==> src/rtl/game_pkg.sv <==
// rtl/game_pkg.sv - shared types and constants for the light-stop game blocks
package game_pkg;

   localparam int LVL_W   = 3;
   localparam int LIVES_W = 2;
   localparam int MAX_LVL = 4;

   // Session controller states
   typedef enum logic [2:0] {
      ST_IDLE   = 3'd0,
      ST_RESUME = 3'd1,
      ST_PLAY   = 3'd2,
      ST_PULSE  = 3'd3,
      ST_CHECK  = 3'd4,
      ST_HOLD   = 3'd5,
      ST_DONE   = 3'd6,
      ST_OVER   = 3'd7
   } state_t;

   // Engine palette, GRB byte order as sent to the LED string
   typedef logic [23:0] grb_t;
   localparam grb_t CLR_OFF    = 24'h00_00_00;
   localparam grb_t CLR_RED    = 24'h00_FF_00;
   localparam grb_t CLR_ORANGE = 24'h80_FF_00;
   localparam grb_t CLR_GREEN  = 24'hFF_00_00;
   localparam grb_t CLR_CYAN   = 24'hFF_00_FF;
   localparam grb_t CLR_BLUE   = 24'h00_00_FF;
   localparam grb_t CLR_VIOLET = 24'h00_80_FF;

   // Level increment that sticks at the ceiling instead of wrapping
   function automatic logic [LVL_W-1:0] lvl_sat_inc(input logic [LVL_W-1:0] lvl,
                                                    input logic [LVL_W-1:0] lvl_max);
      return (lvl >= lvl_max) ? lvl_max : lvl + LVL_W'(1);
   endfunction

endpackage

==> src/rtl/game_level_ctrl_if.sv <==
// rtl/game_level_ctrl_if.sv - board/engine signals seen by the session controller
interface game_level_ctrl_if;
   import game_pkg::*;

   logic               btn;
   logic               Flag;
   logic               Go;
   logic               Run;
   logic [LVL_W-1:0]   Lvl;
   logic [LIVES_W-1:0] Lives;
   logic               Win;
   logic               Over;

   // Controller side
   modport master (
      input  btn, Flag,
      output Go, Run, Lvl, Lives, Win, Over
   );

   // Board and engine side
   modport slave (
      output btn, Flag,
      input  Go, Run, Lvl, Lives, Win, Over
   );
endinterface

==> src/rtl/btn_cond.sv <==
// rtl/btn_cond.sv - button synchronizer, debouncer and rising-edge press pulse
module btn_cond #(
   parameter int DEB_CYCLES = 1000000
) (
   input  logic clk,
   input  logic reset,
   input  logic i_btn,
   output logic o_level,
   output logic o_press
);
   localparam int CNT_W = (DEB_CYCLES > 1) ? $clog2(DEB_CYCLES + 1) : 1;
   localparam logic [CNT_W-1:0] C_CNT_LAST = CNT_W'(DEB_CYCLES - 1);

   logic             r_sync1;
   logic             r_sync2;
   logic             r_level;
   logic             r_level_d;
   logic             r_press;
   logic [CNT_W-1:0] r_cnt;
   logic             w_mismatch;

   assign w_mismatch = r_sync2 ^ r_level;

   // Two-flop synchronizer for the raw asynchronous button
   always_ff @(posedge clk or posedge reset) begin
      if (reset) begin
         r_sync1 <= 1'b0;
         r_sync2 <= 1'b0;
      end else begin
         r_sync1 <= i_btn;
         r_sync2 <= r_sync1;
      end
   end

   // Level flips only after DEB_CYCLES consecutive disagreeing samples
   always_ff @(posedge clk or posedge reset) begin
      if (reset) begin
         r_level <= 1'b0;
         r_cnt   <= '0;
      end else if (w_mismatch) begin
         if (r_cnt == C_CNT_LAST) begin
            r_level <= r_sync2;
            r_cnt   <= '0;
         end else begin
            r_cnt <= r_cnt + CNT_W'(1);
         end
      end else begin
         r_cnt <= '0;
      end
   end

   // Single press pulse in the cycle after the debounced level rises
   always_ff @(posedge clk or posedge reset) begin
      if (reset) begin
         r_level_d <= 1'b0;
         r_press   <= 1'b0;
      end else begin
         r_level_d <= r_level;
         r_press   <= r_level & ~r_level_d;
      end
   end

   assign o_level = r_level;
   assign o_press = r_press;

endmodule

==> src/rtl/game_level_ctrl.sv <==
// rtl/game_level_ctrl.sv - light-stop session controller: levels, lives, Go pulses
module game_level_ctrl #(
   parameter int DEB_CYCLES  = 1000000,
   parameter int HOLD_CYCLES = 100000000,
   parameter int LIVES       = 3,
   parameter int MAX_LVL     = game_pkg::MAX_LVL
) (
   input  logic              clk,
   input  logic              reset,
   game_level_ctrl_if.master io_game
);
   import game_pkg::*;

   localparam int HOLD_W = ($clog2(HOLD_CYCLES + 1) > 27) ? $clog2(HOLD_CYCLES + 1) : 27;
   localparam logic [LVL_W-1:0]   C_MAX_LVL   = LVL_W'(MAX_LVL);
   localparam logic [LIVES_W-1:0] C_LIVES     = LIVES_W'(LIVES);
   localparam logic [HOLD_W-1:0]  C_HOLD_LAST = HOLD_W'(HOLD_CYCLES - 1);

   state_t             r_state;
   state_t             w_state_nxt;
   logic [LVL_W-1:0]   r_lvl;
   logic [LIVES_W-1:0] r_lives;
   logic [HOLD_W-1:0]  r_hold_cnt;
   logic               r_go;
   logic               r_run;
   logic               r_win;
   logic               r_over;
   logic               w_go;
   logic               w_run;
   logic               w_win;
   logic               w_over;
   logic               w_press;
   logic               w_level;
   logic               w_press_ok;
   logic               w_hold_done;

   btn_cond #(
      .DEB_CYCLES(DEB_CYCLES)
   ) u_btn_cond (
      .clk     (clk),
      .reset   (reset),
      .i_btn   (io_game.btn),
      .o_level (w_level),
      .o_press (w_press)
   );

   // A press only counts while the debounced level still agrees it is held
   assign w_press_ok  = w_press & w_level;
   assign w_hold_done = (r_hold_cnt == C_HOLD_LAST);

   // State register
   always_ff @(posedge clk or posedge reset) begin
      if (reset) begin
         r_state <= ST_IDLE;
      end else begin
         r_state <= w_state_nxt;
      end
   end

   // Next-state decode; presses outside IDLE/PLAY/DONE/OVER are dropped
   always_comb begin
      w_state_nxt = r_state;
      case (r_state)
         ST_IDLE:   if (w_press_ok) w_state_nxt = ST_RESUME;
         ST_RESUME: if (!io_game.Flag) w_state_nxt = ST_PLAY;
         ST_PLAY:   if (w_press_ok) w_state_nxt = ST_PULSE;
         ST_PULSE:  w_state_nxt = ST_CHECK;
         ST_CHECK: begin
            if (io_game.Flag)                 w_state_nxt = ST_HOLD;
            else if (r_lives > LIVES_W'(1))   w_state_nxt = ST_PLAY;
            else                              w_state_nxt = ST_OVER;
         end
         ST_HOLD: begin
            if (w_hold_done) begin
               w_state_nxt = (r_lvl == C_MAX_LVL) ? ST_DONE : ST_RESUME;
            end
         end
         ST_DONE,
         ST_OVER:   if (w_press_ok) w_state_nxt = ST_RESUME;
         default:   w_state_nxt = ST_IDLE;
      endcase
   end

   // Moore outputs decoded from the upcoming state so they can be registered
   always_comb begin
      w_go   = (w_state_nxt == ST_PULSE);
      w_run  = (w_state_nxt == ST_RESUME) || (w_state_nxt == ST_PLAY) ||
               (w_state_nxt == ST_PULSE)  || (w_state_nxt == ST_CHECK);
      w_win  = (w_state_nxt == ST_DONE);
      w_over = (w_state_nxt == ST_OVER);
   end

   // Output registers
   always_ff @(posedge clk or posedge reset) begin
      if (reset) begin
         r_go   <= 1'b0;
         r_run  <= 1'b0;
         r_win  <= 1'b0;
         r_over <= 1'b0;
      end else begin
         r_go   <= w_go;
         r_run  <= w_run;
         r_win  <= w_win;
         r_over <= w_over;
      end
   end

   // Level, lives and hold timer; the timer restarts from zero on every HOLD entry
   always_ff @(posedge clk or posedge reset) begin
      if (reset) begin
         r_lvl      <= '0;
         r_lives    <= C_LIVES;
         r_hold_cnt <= '0;
      end else begin
         if (r_state == ST_HOLD) begin
            r_hold_cnt <= r_hold_cnt + HOLD_W'(1);
         end else begin
            r_hold_cnt <= '0;
         end
         case (r_state)
            ST_CHECK: begin
               if (!io_game.Flag && (r_lives != '0)) begin
                  r_lives <= r_lives - LIVES_W'(1);
               end
            end
            ST_HOLD: begin
               if (w_hold_done && (r_lvl != C_MAX_LVL)) begin
                  r_lvl <= lvl_sat_inc(r_lvl, C_MAX_LVL);
               end
            end
            ST_DONE,
            ST_OVER: begin
               if (w_press_ok) begin
                  r_lvl   <= '0;
                  r_lives <= C_LIVES;
               end
            end
            default: ;
         endcase
      end
   end

   assign io_game.Go    = r_go;
   assign io_game.Run   = r_run;
   assign io_game.Lvl   = r_lvl;
   assign io_game.Lives = r_lives;
   assign io_game.Win   = r_win;
   assign io_game.Over  = r_over;

endmodule
==> src/flat_wrapper.sv <==
// flat-port wrapper written by rule: the top's interface ports become plain ports
module game_level_ctrl_flat import game_pkg::*;
#(
   parameter int DEB_CYCLES  = 1000000,
   parameter int HOLD_CYCLES = 100000000,
   parameter int LIVES       = 3,
   parameter int MAX_LVL     = game_pkg::MAX_LVL
)
  (clk, reset, io_game_btn, io_game_Flag, io_game_Go, io_game_Run, io_game_Lvl, io_game_Lives, io_game_Win, io_game_Over);
  game_level_ctrl_if io_game_i ();
  input  logic clk;
  input  logic reset;
  input wire logic [$bits(io_game_i.btn)-1:0] io_game_btn;
  input wire logic [$bits(io_game_i.Flag)-1:0] io_game_Flag;
  output wire logic [$bits(io_game_i.Go)-1:0] io_game_Go;
  output wire logic [$bits(io_game_i.Run)-1:0] io_game_Run;
  output wire logic [$bits(io_game_i.Lvl)-1:0] io_game_Lvl;
  output wire logic [$bits(io_game_i.Lives)-1:0] io_game_Lives;
  output wire logic [$bits(io_game_i.Win)-1:0] io_game_Win;
  output wire logic [$bits(io_game_i.Over)-1:0] io_game_Over;
  assign io_game_i.btn = io_game_btn;
  assign io_game_i.Flag = io_game_Flag;
  assign io_game_Go = io_game_i.Go;
  assign io_game_Run = io_game_i.Run;
  assign io_game_Lvl = io_game_i.Lvl;
  assign io_game_Lives = io_game_i.Lives;
  assign io_game_Win = io_game_i.Win;
  assign io_game_Over = io_game_i.Over;
  game_level_ctrl #(.DEB_CYCLES(DEB_CYCLES), .HOLD_CYCLES(HOLD_CYCLES), .LIVES(LIVES), .MAX_LVL(MAX_LVL)) u_core (.clk(clk), .reset(reset), .io_game(io_game_i));
endmodule
==> config.mk <==
export PLATFORM = sky130hd
export DESIGN_NAME = game_level_ctrl_flat
export DESIGN_NICKNAME = d
export VERILOG_FILES = /design/src/rtl/game_pkg.sv /design/src/rtl/game_level_ctrl_if.sv /design/src/rtl/btn_cond.sv /design/src/rtl/game_level_ctrl.sv /design/src/flat_wrapper.sv
export SDC_FILE = /design/constraint.sdc
export NUM_CORES = 1
export LEC_CHECK = 0
export ABC_AREA = 1
export CORE_MARGIN = 2
export CORE_UTILIZATION = 49
export CTS_CLUSTER_SIZE = 40
export DETAILED_ROUTE_END_ITERATION = 8
export PLACE_DENSITY = 0.66
export SLEW_MARGIN = 40
export SYNTH_ARGS = -nofsm -noshare
export SYNTH_HDL_FRONTEND = slang
export SYNTH_SLANG_ARGS = --single-unit
==> constraint.sdc <==
create_clock -name clk -period 3.3 [get_ports clk]
set_input_delay 0.99 -clock clk [delete_from_list [all_inputs] [get_ports clk]]
set_output_delay 0.99 -clock clk [all_outputs]
set_load 0.03 [all_outputs]
==> results of run 1 <==
cells in the final DEF (no fill, tap or decap), drive strengths merged, types with 4 or more instances in the layout:
cell type,netlist,final
nor2,81,81
nand2,78,78
dfrtp,62,62
inv,56,55
nand3,30,30
a21oi,25,25
nor3,25,25
o21ai,18,18
nand4,14,14
clkdlybuf4s50,0,12
xor2,10,10
clkbuf,0,10
clkinv,5,8
ha,6,6
nor4,5,5
o21a,4,4
layout make-up:
class                           instances  share of cell area (%)
Clock buffer                           10                    3.22
Clock inverter                          6                    2.72
Inverter                               61                    5.84
Multi-Input combinational cell        308                    41.1
Sequential cell                        64                    40.5
Tap cell                               96                    3.03
Timing Repair Buffer                   15                    3.60
per-stage QoR:
step | util [%] | instance area, sq um | std cells | worst slack, ns
CTS | 58.0 | 3960 | 560 | 0.745
global placement | 54.5 | 3730 | 544 | 1.02
detailed placement | 54.5 | 3730 | 544 | 1.01
finish | 58.0 | 3960 | 560 | 0.763
global route | 58.0 | 3960 | 560 | 0.708
floorplan | - | 3470 | 435 | 0.715
layer usage:
| metal | routed length (um) | global-route usage (%) | up-vias |
|---|---|---|---|
| li1 | - | - | 1473 |
| met5 | 0 | 0 | - |
| met4 | 104 | 6.61 | 0 |
| met3 | 260 | 5.75 | 11 |
| met1 | 3400 | 27.1 | 1325 |
| met2 | 3350 | 32.7 | 39 |
how the worst max path moves through the flow:
stage                     depth (start not counted)                           end                                start
final                                             1              io_game_Lives[0]  u_core.io_game.Lives[0]$_DFFE_PP1P_
after global routing                              1              io_game_Lives[0]  u_core.io_game.Lives[0]$_DFFE_PP1P_
after CTS                                         1              io_game_Lives[0]  u_core.io_game.Lives[0]$_DFFE_PP1P_
after detailed placement                          9  u_core.io_game.Run$_DFF_PP0_                         io_game_Flag
after global placement                            9  u_core.io_game.Run$_DFF_PP0_                         io_game_Flag
after floorplan                                   1   u_core.io_game.Go$_DFF_PP0_                                reset
power groups by stage:
stage | Sequential (mW) | Clock, mW | Combinational, mW
after floorplan | 0.809 | 0 | 0.0229
after global placement | 0.808 | 0 | 0.0393
after detailed placement | 0.808 | 0 | 0.0402
after CTS | 0.793 | 0.826 | 0.0401
after global routing | 0.793 | 0.865 | 0.0447
final | 0.793 | 0.804 | 0.0385
sequential cells by signal (all words and copies together) (netlist names), 2 cells and up:
name	flops
u_core.r_hold_cnt	27
u_core.io_game.Lvl	3
u_core.u_btn_cond.r_cnt	20
u_core.r_state	3
u_core.io_game.Lives	2
synth_stat cells (all sizes together), types with 4 or more instances:
cell type | instances | share of area [%]
a21oi | 25 | 3.6
clkinv | 5 | 0.58
dfrtp | 62 | 45
ha | 6 | 2.2
inv | 56 | 6.1
nand2 | 78 | 9.1
nand3 | 30 | 4.6
nand4 | 14 | 3.1
nor2 | 81 | 10
nor3 | 25 | 4.2
nor4 | 5 | 1.1
o21a | 4 | 0.86
o21ai | 18 | 2.7
xor2 | 10 | 2.5
cell families after synthesis:
| kind of cell | synth area share (%) |
|---|---|
| AND/OR/NAND/NOR | 33.2 |
| AO/OA/AOI/OAI | 8.21 |
| buffers and inverters | 6.92 |
| XOR/XNOR | 3.03 |
| multiplexers | 0.324 |
| flip-flops | 46.2 |
| adder cells (fa/ha/maj) | 2.16 |
worst reg2reg max path, stage by stage (launching register included):
cell	delay, ns
dfrtp_1	0.39
ha_1	0.18
nand2_1	0.08
nor2_2	0.14
nand2_2	0.12
clkinv_2	0.10
nand2_4	0.06
nor2_4	0.12
nand2_2	0.11
nor3_2	0.16
o21ai_1	0.09
a21oi_1	0.15
==> impl_metrics.json, run 1 <==
{
  "period_share_pct": 76.9,
  "hold_path.class": "reg2reg",
  "cts_resized": 0,
  "ys_warn_count": 0,
  "drive_gt1_share_pct": 14.2,
  "nFillCells": 647,
  "setup_viol": 0,
  "viasPerCell": 5.09,
  "place.gp.congestion": 0.917,
  "tritoncts": "done",
  "synthArstFlopShare_pct": 100,
  "via_count": 2848,
  "drc_errors": 0,
  "synth_cells": 435,
  "grt_antenna_before_repair": 0,
  "path_cells": "clkdlybuf4s50_1",
  "crit_slowest_cell": "clkdlybuf4s50_1",
  "ff_latch_area_sq_mm": 0.00160,
  "path_delay_family": "buffers and inverters",
  "syn_nets": 445,
  "clock_latency_ns": 0.34,
  "clock_path_buffers": 2,
  "cp-end-kind": "output pin",
  "clkTransAtPathRegs_ns": 0.07,
  "r2r-start": "u_core.r_hold_cnt[0]$_DFF_PP0_",
  "cts.root.buffer_cell": "clkbuf_8",
  "synthFlopType": "dfrtp_1",
  "yosysSeqAreaShare_pct": 46.2,
  "drt_iter0_drc": 214,
  "cpPeakStageDelay_ns": 0.66,
  "hpwl_um": 5310,
  "r2r_slack_ns": 1.52,
  "critPathKind": "reg2out",
  "hold_path_end": "u_core.u_btn_cond.r_sync2$_DFF_PP0_",
  "grt_max_degree": 41,
  "leakage_nw": 1.63,
  "cp_num_buf_inv": 1,
  "multiInputGateArea_sq_mm": 0.00163,
  "max_freq_mhz": 394,
  "cts_setup_buffers": 0,
  "grt-ovfl-total": 0,
  "area_delta_synth_final_pct": 14.1,
  "wl_per_cell_um": 12.7,
  "final_max_slew_viol_count": 0,
  "rr_worst_depth": 11,
  "critical_path_required_ns": 2.31,
  "hold_viol": 0,
  "synth.avg_cell_area_sq_um": 7.98,
  "vdd_drop_max_mv": 0.208,
  "cts.sink_count": 64,
  "pwr-share-clk_pct": 49.2,
  "grt_pass1_wl_um": 12300,
  "fp-row-count": 30,
  "worst_r2r_endpoint": "u_core.r_hold_cnt[26]$_DFF_PP0_",
  "nets": 469,
  "p_comb_share_pct": 2.4,
  "synth-edff-count": 0,
  "switchingPower_mw": 0.335,
  "rsz0062_at_grt": "no",
  "die_y_um": 88.2,
  "path_max_fanout": 3,
  "total_power_mw": 1.64,
  "hold_buffers": 0,
  "num_antenna_cells": 0,
  "ant_nets": 0,
  "firstDrtPassIters": 4,
  "finalClockSkew_ns": 0.00799,
  "min_path_cells": 0,
  "syn_area_sq_mm": 0.00347,
  "hold_slack_ns": 0.350,
  "p_seq_share_pct": 48.5,
  "start_util_pct": 50.8,
  "routed_wirelength_um": 7110,
  "switching_share_pct": 20.5,
  "max_slew.worst_pin.slew_ns": 0.691,
  "ys_ff_latch": 64,
  "critPathLaunchType": "flop",
  "ios": 13,
  "grt_pass1_vias": 2710,
  "cts_max_level": 3,
  "die_w_um": 88.2,
  "core-area_sq_mm": 0.00683,
  "grt_use_total_pct": 20.5,
  "critical_path_arrival_ns": 1.55,
  "synth_cell_type_count": 39,
  "min-delay-start": "u_core.u_btn_cond.r_sync1$_DFF_PP0_",
  "cts_buffers": 9,
  "status": "completed",
  "slew_headroom_pct": 53.9,
  "p_per_area_mw_per_mm2": 413,
  "max_cap_viol_count": 0,
  "fin_setup_tns_ns": 0,
  "internal_power_mw": 1.30,
  "die_area_sq_mm": 0.00778,
  "period_minus_slack_ns": 2.54,
  "io_buffer_count": 12
}
(Power assumes the default switching activity.)
==> run 2, diff against run 1 <==
clock period = 2.4 ns   (was 3.3 ns; I/O delays follow)
==> run 2 against run 1 <==
Net effect: global-route usage is 0.094 points lower; sequential share of layout area barely moved; critical path type unchanged; register-to-register slack got worse by 0.86 ns; first-iteration DRC count shrank 36%; critical path depth unchanged; critical endpoint unchanged; via count down 0.42%; non-clock buffer count shrank 1; count of clock-buffer cells in the layout increased by 3; die area unchanged; power rose by 33%; core utilization hardly changed.
==> impl_metrics.json, run 2 (synthesis results as in run 1) <==
{
  "status": "completed",
  "hold_buffers": 0,
  "worst_slack_ns": 0.127,
  "critical_path_required_ns": 1.68,
  "critical_path_arrival_ns": 1.55,
  "worst_r2r_endpoint": "u_core.r_hold_cnt[26]$_DFF_PP0_",
  "firstDrtPassIters": 4,
  "crit_slowest_cell": "clkdlybuf4s50_1",
  "cp_num_buf_inv": 1,
  "layout_common_cells": "72 x nor2_1, 70 x nand2_1, 62 x dfrtp_1",
  "drive_gt1_share_pct": 13.6,
  "switchingPower_mw": 0.451,
  "area_delta_synth_final_pct": 14.0,
  "p_per_area_mw_per_mm2": 548,
  "critPathLaunchType": "flop",
  "max_slew.worst_pin.slew_ns": 0.492,
  "die_area_sq_mm": 0.00778,
  "p_comb_share_pct": 2.6,
  "vdd_drop_max_mv": 0.223,
  "num_antenna_cells": 0,
  "grt_max_degree": 46,
  "grt-ovfl-total": 0,
  "use_met1_pct": 25.2,
  "pwr-share-clk_pct": 47.2,
  "hold_path.class": "reg2reg",
  "fp-row-count": 30,
  "path_cells": "clkdlybuf4s50_1",
  "start_util_pct": 50.8,
  "cp-end-kind": "output pin",
  "tritoncts": "done",
  "hold_viol": 0,
  "cts_max_level": 3,
  "top_register": "u_core.r_hold_cnt",
  "layout_commonest_cell": "nor2_1",
  "grt_antenna_before_repair": 0,
  "core-area_sq_mm": 0.00683,
  "largest_reg_flops": 27,
  "fin_setup_tns_ns": 0,
  "cp-endpoint": "io_game_Lives[0]",
  "cts_setup_buffers": 0,
  "r2r_slack_ns": 0.66,
  "cts_resized": 0,
  "hpwl_um": 5240,
  "max_cap_viol_count": 0,
  "leakage_nw": 1.62,
  "path_max_fanout": 3,
  "grtUsageMet2_pct": 34.8,
  "r2r-start": "u_core.r_hold_cnt[0]$_DFF_PP0_",
  "slew_headroom_pct": 67.1,
  "io_buffer_count": 12,
  "reg_top3": "u_core.r_hold_cnt (27), u_core.u_btn_cond.r_cnt (20)",
  "critPathKind": "reg2out",
  "period_share_pct": 94.7,
  "switching_share_pct": 20.8,
  "internal_power_mw": 1.72,
  "cpPeakStageDelay_ns": 0.67,
  "grt_pass1_wl_um": 12300,
  "ant_nets": 0,
  "busiest_layer": "met2",
  "max_freq_mhz": 440,
  "period_minus_slack_ns": 2.27,
  "viasPerCell": 5.07,
  "grt_use_total_pct": 20.4,
  "drc_errors": 0,
  "clkTransAtPathRegs_ns": 0.07,
  "clock_path_buffers": 2,
  "startpoint": "u_core.io_game.Lives[0]$_DFFE_PP1P_",
  "ios": 13,
  "path_delay_family": "buffers and inverters",
  "worst-path-stages": 1,
  "cts.root.buffer_cell": "clkbuf_8",
  "p_seq_share_pct": 50.2,
  "rsz0062_at_grt": "no",
  "finalClockSkew_ns": 0.00702,
  "rr_worst_depth": 11,
  "final_cells": 559,
  "clock_latency_ns": 0.34,
  "final_max_slew_viol_count": 0,
  "die_y_um": 88.2,
  "routed_wirelength_um": 7060,
  "setup_viol": 0,
  "wl_per_cell_um": 12.6,
  "via_count": 2836,
  "place_ws_ns": 0.353,
  "drt_iter0_drc": 138,
  "grt_pass1_vias": 2786,
  "place.gp.congestion": 0.918,
  "cts_buffers": 9,
  "die_w_um": 88.2,
  "nets": 468,
  "met3_usage_pct": 4.71,
  "dp_cells": 543,
  "cts.sink_count": 64
}
## run 2: how the worst min path moves through the flow
stage	end	startpoint	cells past startpoint
2_1_floorplan	u_core.u_btn_cond.r_sync2$_DFF_PP0_	u_core.u_btn_cond.r_sync1$_DFF_PP0_	0
3_3_place_gp	u_core.u_btn_cond.r_sync2$_DFF_PP0_	u_core.u_btn_cond.r_sync1$_DFF_PP0_	0
3_5_place_dp	u_core.u_btn_cond.r_sync2$_DFF_PP0_	u_core.u_btn_cond.r_sync1$_DFF_PP0_	0
4_1_cts	u_core.u_btn_cond.r_sync2$_DFF_PP0_	u_core.u_btn_cond.r_sync1$_DFF_PP0_	0
5_1_grt	u_core.u_btn_cond.r_sync2$_DFF_PP0_	u_core.u_btn_cond.r_sync1$_DFF_PP0_	0
6_report	u_core.u_btn_cond.r_sync2$_DFF_PP0_	u_core.u_btn_cond.r_sync1$_DFF_PP0_	0
## run 2: power by group through the flow
stage / clock (mW) / sequential (mW) / combinational, mW
6_report: 1.02 / 1.09 / 0.0564
5_1_grt: 1.09 / 1.09 / 0.0662
3_5_place_dp: 0 / 1.11 / 0.0591
2_1_floorplan: 0 / 1.11 / 0.0315
4_1_cts: 1.05 / 1.09 / 0.0589
3_3_place_gp: 0 / 1.11 / 0.0588
## run 2: final cells by class
| class | instances | area, sq um |
|---|---|---|
| well taps | 96 | 120 |
| flip-flops and latches | 64 | 1600 |
| multi-input cells | 308 | 1630 |
| inverters | 61 | 230 |
| clock inverters | 3 | 67.6 |
| repair buffers | 14 | 160 |
| clock buffers | 13 | 149 |
| fillers | 626 | 2870 |
## run 2: metal layers
layer | share of wire [%] | up-vias
met2 | 48 | 35
met3 | 3.1 | 12
met1 | 47 | 1319
met5 | 0 | -
met4 | 1.5 | 0
li1 | - | 1470
## run 2: metrics by stage
stage / total power, mW / instance area (sq um) / hold WS (ns) / utilization (%)
4_1_cts: 2.20 / 3960 / 0.356 / 58.0
3_5_place_dp: 1.17 / 3740 / 0.338 / 54.8
6_report: 2.17 / 3960 / 0.353 / 58.0
2_1_floorplan: 1.14 / 3470 / 0.331 / -
5_1_grt: 2.25 / 3960 / 0.362 / 58.0
3_3_place_gp: 1.17 / 3740 / 0.332 / 54.8
==> edit, RTL diff (config.mk and constraints of run 1) <==
`DEB_CYCLES` is set to 1000000 in 3 places; all go to 4000000.
--- a/src/rtl/btn_cond.sv
+++ b/src/rtl/btn_cond.sv
@@ -1,6 +1,6 @@
 // rtl/btn_cond.sv - button synchronizer, debouncer and rising-edge press pulse
 module btn_cond #(
-   parameter int DEB_CYCLES = 1000000
+   parameter int DEB_CYCLES = 4000000
 ) (
    input  logic clk,
    input  logic reset,
--- a/src/rtl/game_level_ctrl.sv
+++ b/src/rtl/game_level_ctrl.sv
@@ -1,6 +1,6 @@
 // rtl/game_level_ctrl.sv - light-stop session controller: levels, lives, Go pulses
 module game_level_ctrl #(
-   parameter int DEB_CYCLES  = 1000000,
+   parameter int DEB_CYCLES  = 4000000,
    parameter int HOLD_CYCLES = 100000000,
    parameter int LIVES       = 3,
    parameter int MAX_LVL     = game_pkg::MAX_LVL
--- a/src/flat_wrapper.sv
+++ b/src/flat_wrapper.sv
@@ -1,7 +1,7 @@
 // flat-port wrapper written by rule: the top's interface ports become plain ports
 module game_level_ctrl_flat import game_pkg::*;
 #(
-   parameter int DEB_CYCLES  = 1000000,
+   parameter int DEB_CYCLES  = 4000000,
    parameter int HOLD_CYCLES = 100000000,
    parameter int LIVES       = 3,
    parameter int MAX_LVL     = game_pkg::MAX_LVL
Function: same outputs for any inputs over 10 cycles, from zero or initial values and one cycle with reset high; that may be too few to reach the edited logic, so the function may still have changed.
==> edit against run 1 <==
- sequential cell count rose by 2
- clock power fell by 5.3%
- global-route usage down 0.66 points
- combinational power is 9.1% lower
- design area is 2.0% higher
- die area is 2.5% higher
- wire length down 0.58%
- synthesized cell count up 2.3%
- synthesized area increased by 2.7%
- setup slack worse by 0.013 ns
- sequential share of layout area increased by 0.44 points
- non-clock buffer count shrank 1
- power shrank 1.5%
- critical path type unchanged
- critical endpoint unchanged
==> edit: results (changes against run 1) <==
\begin{tabular}{lr}
\hline
Metric & Value \\
\hline
\multicolumn{2}{l}{\textbf{Place}} \\
Post-DP HPWL & 5200 um (was 5310 um) \\
Total cell area at the placement stage & 3820 um\^{}2 (was 3730 um\^{}2) \\
Gp weighted congestion & 0.886 (was 0.917) \\
\multicolumn{2}{l}{\textbf{Synthesis}} \\
Mapped Nets & 455 (was 445) \\
Most frequent cells after synthesis & nand2\_1 (75), nor2\_1 (65), dfrtp\_1 (64), inv\_1 (62), a21oi\_1 (30) (was nor2\_1 (72), nand2\_1 (70), dfrtp\_1 (62), inv\_1 (41), nand3\_1 (28)) \\
Most frequently used flop master after synthesis & dfrtp\_1 (unchanged) \\
Cell types with the largest area share after synthesis & dfrtp\_1 (45\%), nand2\_1 (7.9\%), nor2\_1 (6.8\%), inv\_1 (6.5\%), a21oi\_1 (4.2\%) (was dfrtp\_1 (45\%), nor2\_1 (7.8\%), nand2\_1 (7.6\%), inv\_1 (4.4\%), nand3\_1 (4.0\%)) \\
Count of distinct cell types in the synthesized netlist & 35 (was 39) \\
Fraction of registers with async set/reset & 100\% (unchanged) \\
Share of synthesized area occupied by flip-flops and latches & 46.4\% (was 46.2\%) \\
\multicolumn{2}{l}{\textbf{Setup path}} \\
Cell count of the worst reg-to-reg path & 10 (was 11) \\
Reg-to-reg endpoint & u\_core.u\_btn\_cond.r\_cnt[16] (was u\_core.r\_hold\_cnt[26]) \\
Launching point of the worst reg2reg path & u\_core.u\_btn\_cond.r\_cnt[0] (was u\_core.r\_hold\_cnt[0]) \\
Reg-to-reg slack, setup & 1.34 ns (was 1.52 ns) \\
\multicolumn{2}{l}{\textbf{Route}} \\
Final wirelength & 7070 um (was 7110 um) \\
Routed wire length on met3 & 327 um (was 260 um) \\
First-pass iteration count of the detailed router & 5 (was 4) \\
Count of vias placed by the detailed router & 2988 (was 2848) \\
Violation count after the first detailed-route iteration & 228 (was 214) \\
\multicolumn{2}{l}{\textbf{Global routing}} \\
Vias in the first global route & 2757 (was 2710) \\
First-pass GRT wire length & 12200 um (was 12300 um) \\
All-layer global routing usage & 19.8\% (was 20.5\%) \\
Antenna violations before repair & 0 (unchanged) \\
Maximum number of pins on one net before global-route repair & 44 (was 41) \\
\multicolumn{2}{l}{\textbf{Pwr}} \\
Leakage component of the power & 0.00174 uW (was 0.00163 uW) \\
\multicolumn{2}{l}{\textbf{Final layout}} \\
Fill cell instance count of the final layout & 679 (was 647) \\
Ratio of cells with drive above 1 in the final layout & 11.7\% (was 14.2\%) \\
Largest registers & u\_core.r\_hold\_cnt (27), u\_core.u\_btn\_cond.r\_cnt (22) (was u\_core.r\_hold\_cnt (27), u\_core.u\_btn\_cond.r\_cnt (20)) \\
\multicolumn{2}{l}{\textbf{STA}} \\
Clock skew & 0.0147 ns (was 0.00799 ns) \\
Transition time at the pin with the least slew margin & 0.527 ns (was 0.691 ns) \\
\multicolumn{2}{l}{\textbf{Status}} \\
Status & finished, final reports clean (unchanged) \\
\hline
\end{tabular}
## edit: changes by cell type after synthesis, sizes merged, moves of 3 or more
cell    before  now
a21oi       25   30
a31oi        1    7
clkinv       5    0
inv         56   66
nand2       78   83
nand3       30   25
nor2        81   76
nor3        25   22
nor4         5    2
o21ai       18   25
## edit: stage by stage
| step | hold WS [ns] | cells | utilization, % |
|---|---|---|---|
| finish | 0.355 | 571 | 56.6 |
| global route | 0.367 | 571 | 56.6 |
| CTS | 0.357 | 571 | 56.6 |
| detailed placement | 0.339 | 555 | 53.5 |
| global placement | 0.350 | 555 | 53.5 |
| floorplan | 0.331 | 445 | - |
## edit: power breakdown
group	switching, uW	internal, uW
registers	2.55	812
clock network	331	430
logic	25.0	10.0
## edit: routing by layer
metal,global-route usage [%],up-vias
li1,-,1496
met1,27.8,1382
met2,29.8,93
met3,3.14,17
met4,10.2,0
met5,0,-
## edit: area by class of cell
class / count / area share [%]
Sequential cell: 66 / 40.9
Multi-Input combinational cell: 310 / 40.7
Inverter: 66 / 6.13
Timing Repair Buffer: 14 / 3.65
Clock buffer: 9 / 3.06
Tap cell: 99 / 3.06
Clock inverter: 7 / 2.51
## edit: worst max-delay path by stage
stage | end | slack [ns] | cells past startpoint
2_1_floorplan | u_core.io_game.Go | 0.66 | 1
5_1_grt | io_game_Lives[0] | 0.71 | 1
6_report | io_game_Lives[0] | 0.75 | 1
3_3_place_gp | u_core.io_game.Run | 0.91 | 7
4_1_cts | io_game_Lives[0] | 0.73 | 1
3_5_place_dp | u_core.io_game.Run | 0.85 | 7
## edit: kinds of logic (layout without fill, tap and decap cells)
family / after synthesis / count (layout) / synth area share (%)
buffers and inverters: 69 / 96 / 7.51
AO/OA/AOI/OAI: 68 / 68 / 10.2
flip-flops: 66 / 66 / 46.4
multiplexers: 1 / 1 / 0.316
XOR/XNOR: 11 / 11 / 2.70
AND/OR/NAND/NOR: 224 / 224 / 30.8
adder cells (fa/ha/maj): 6 / 6 / 2.11
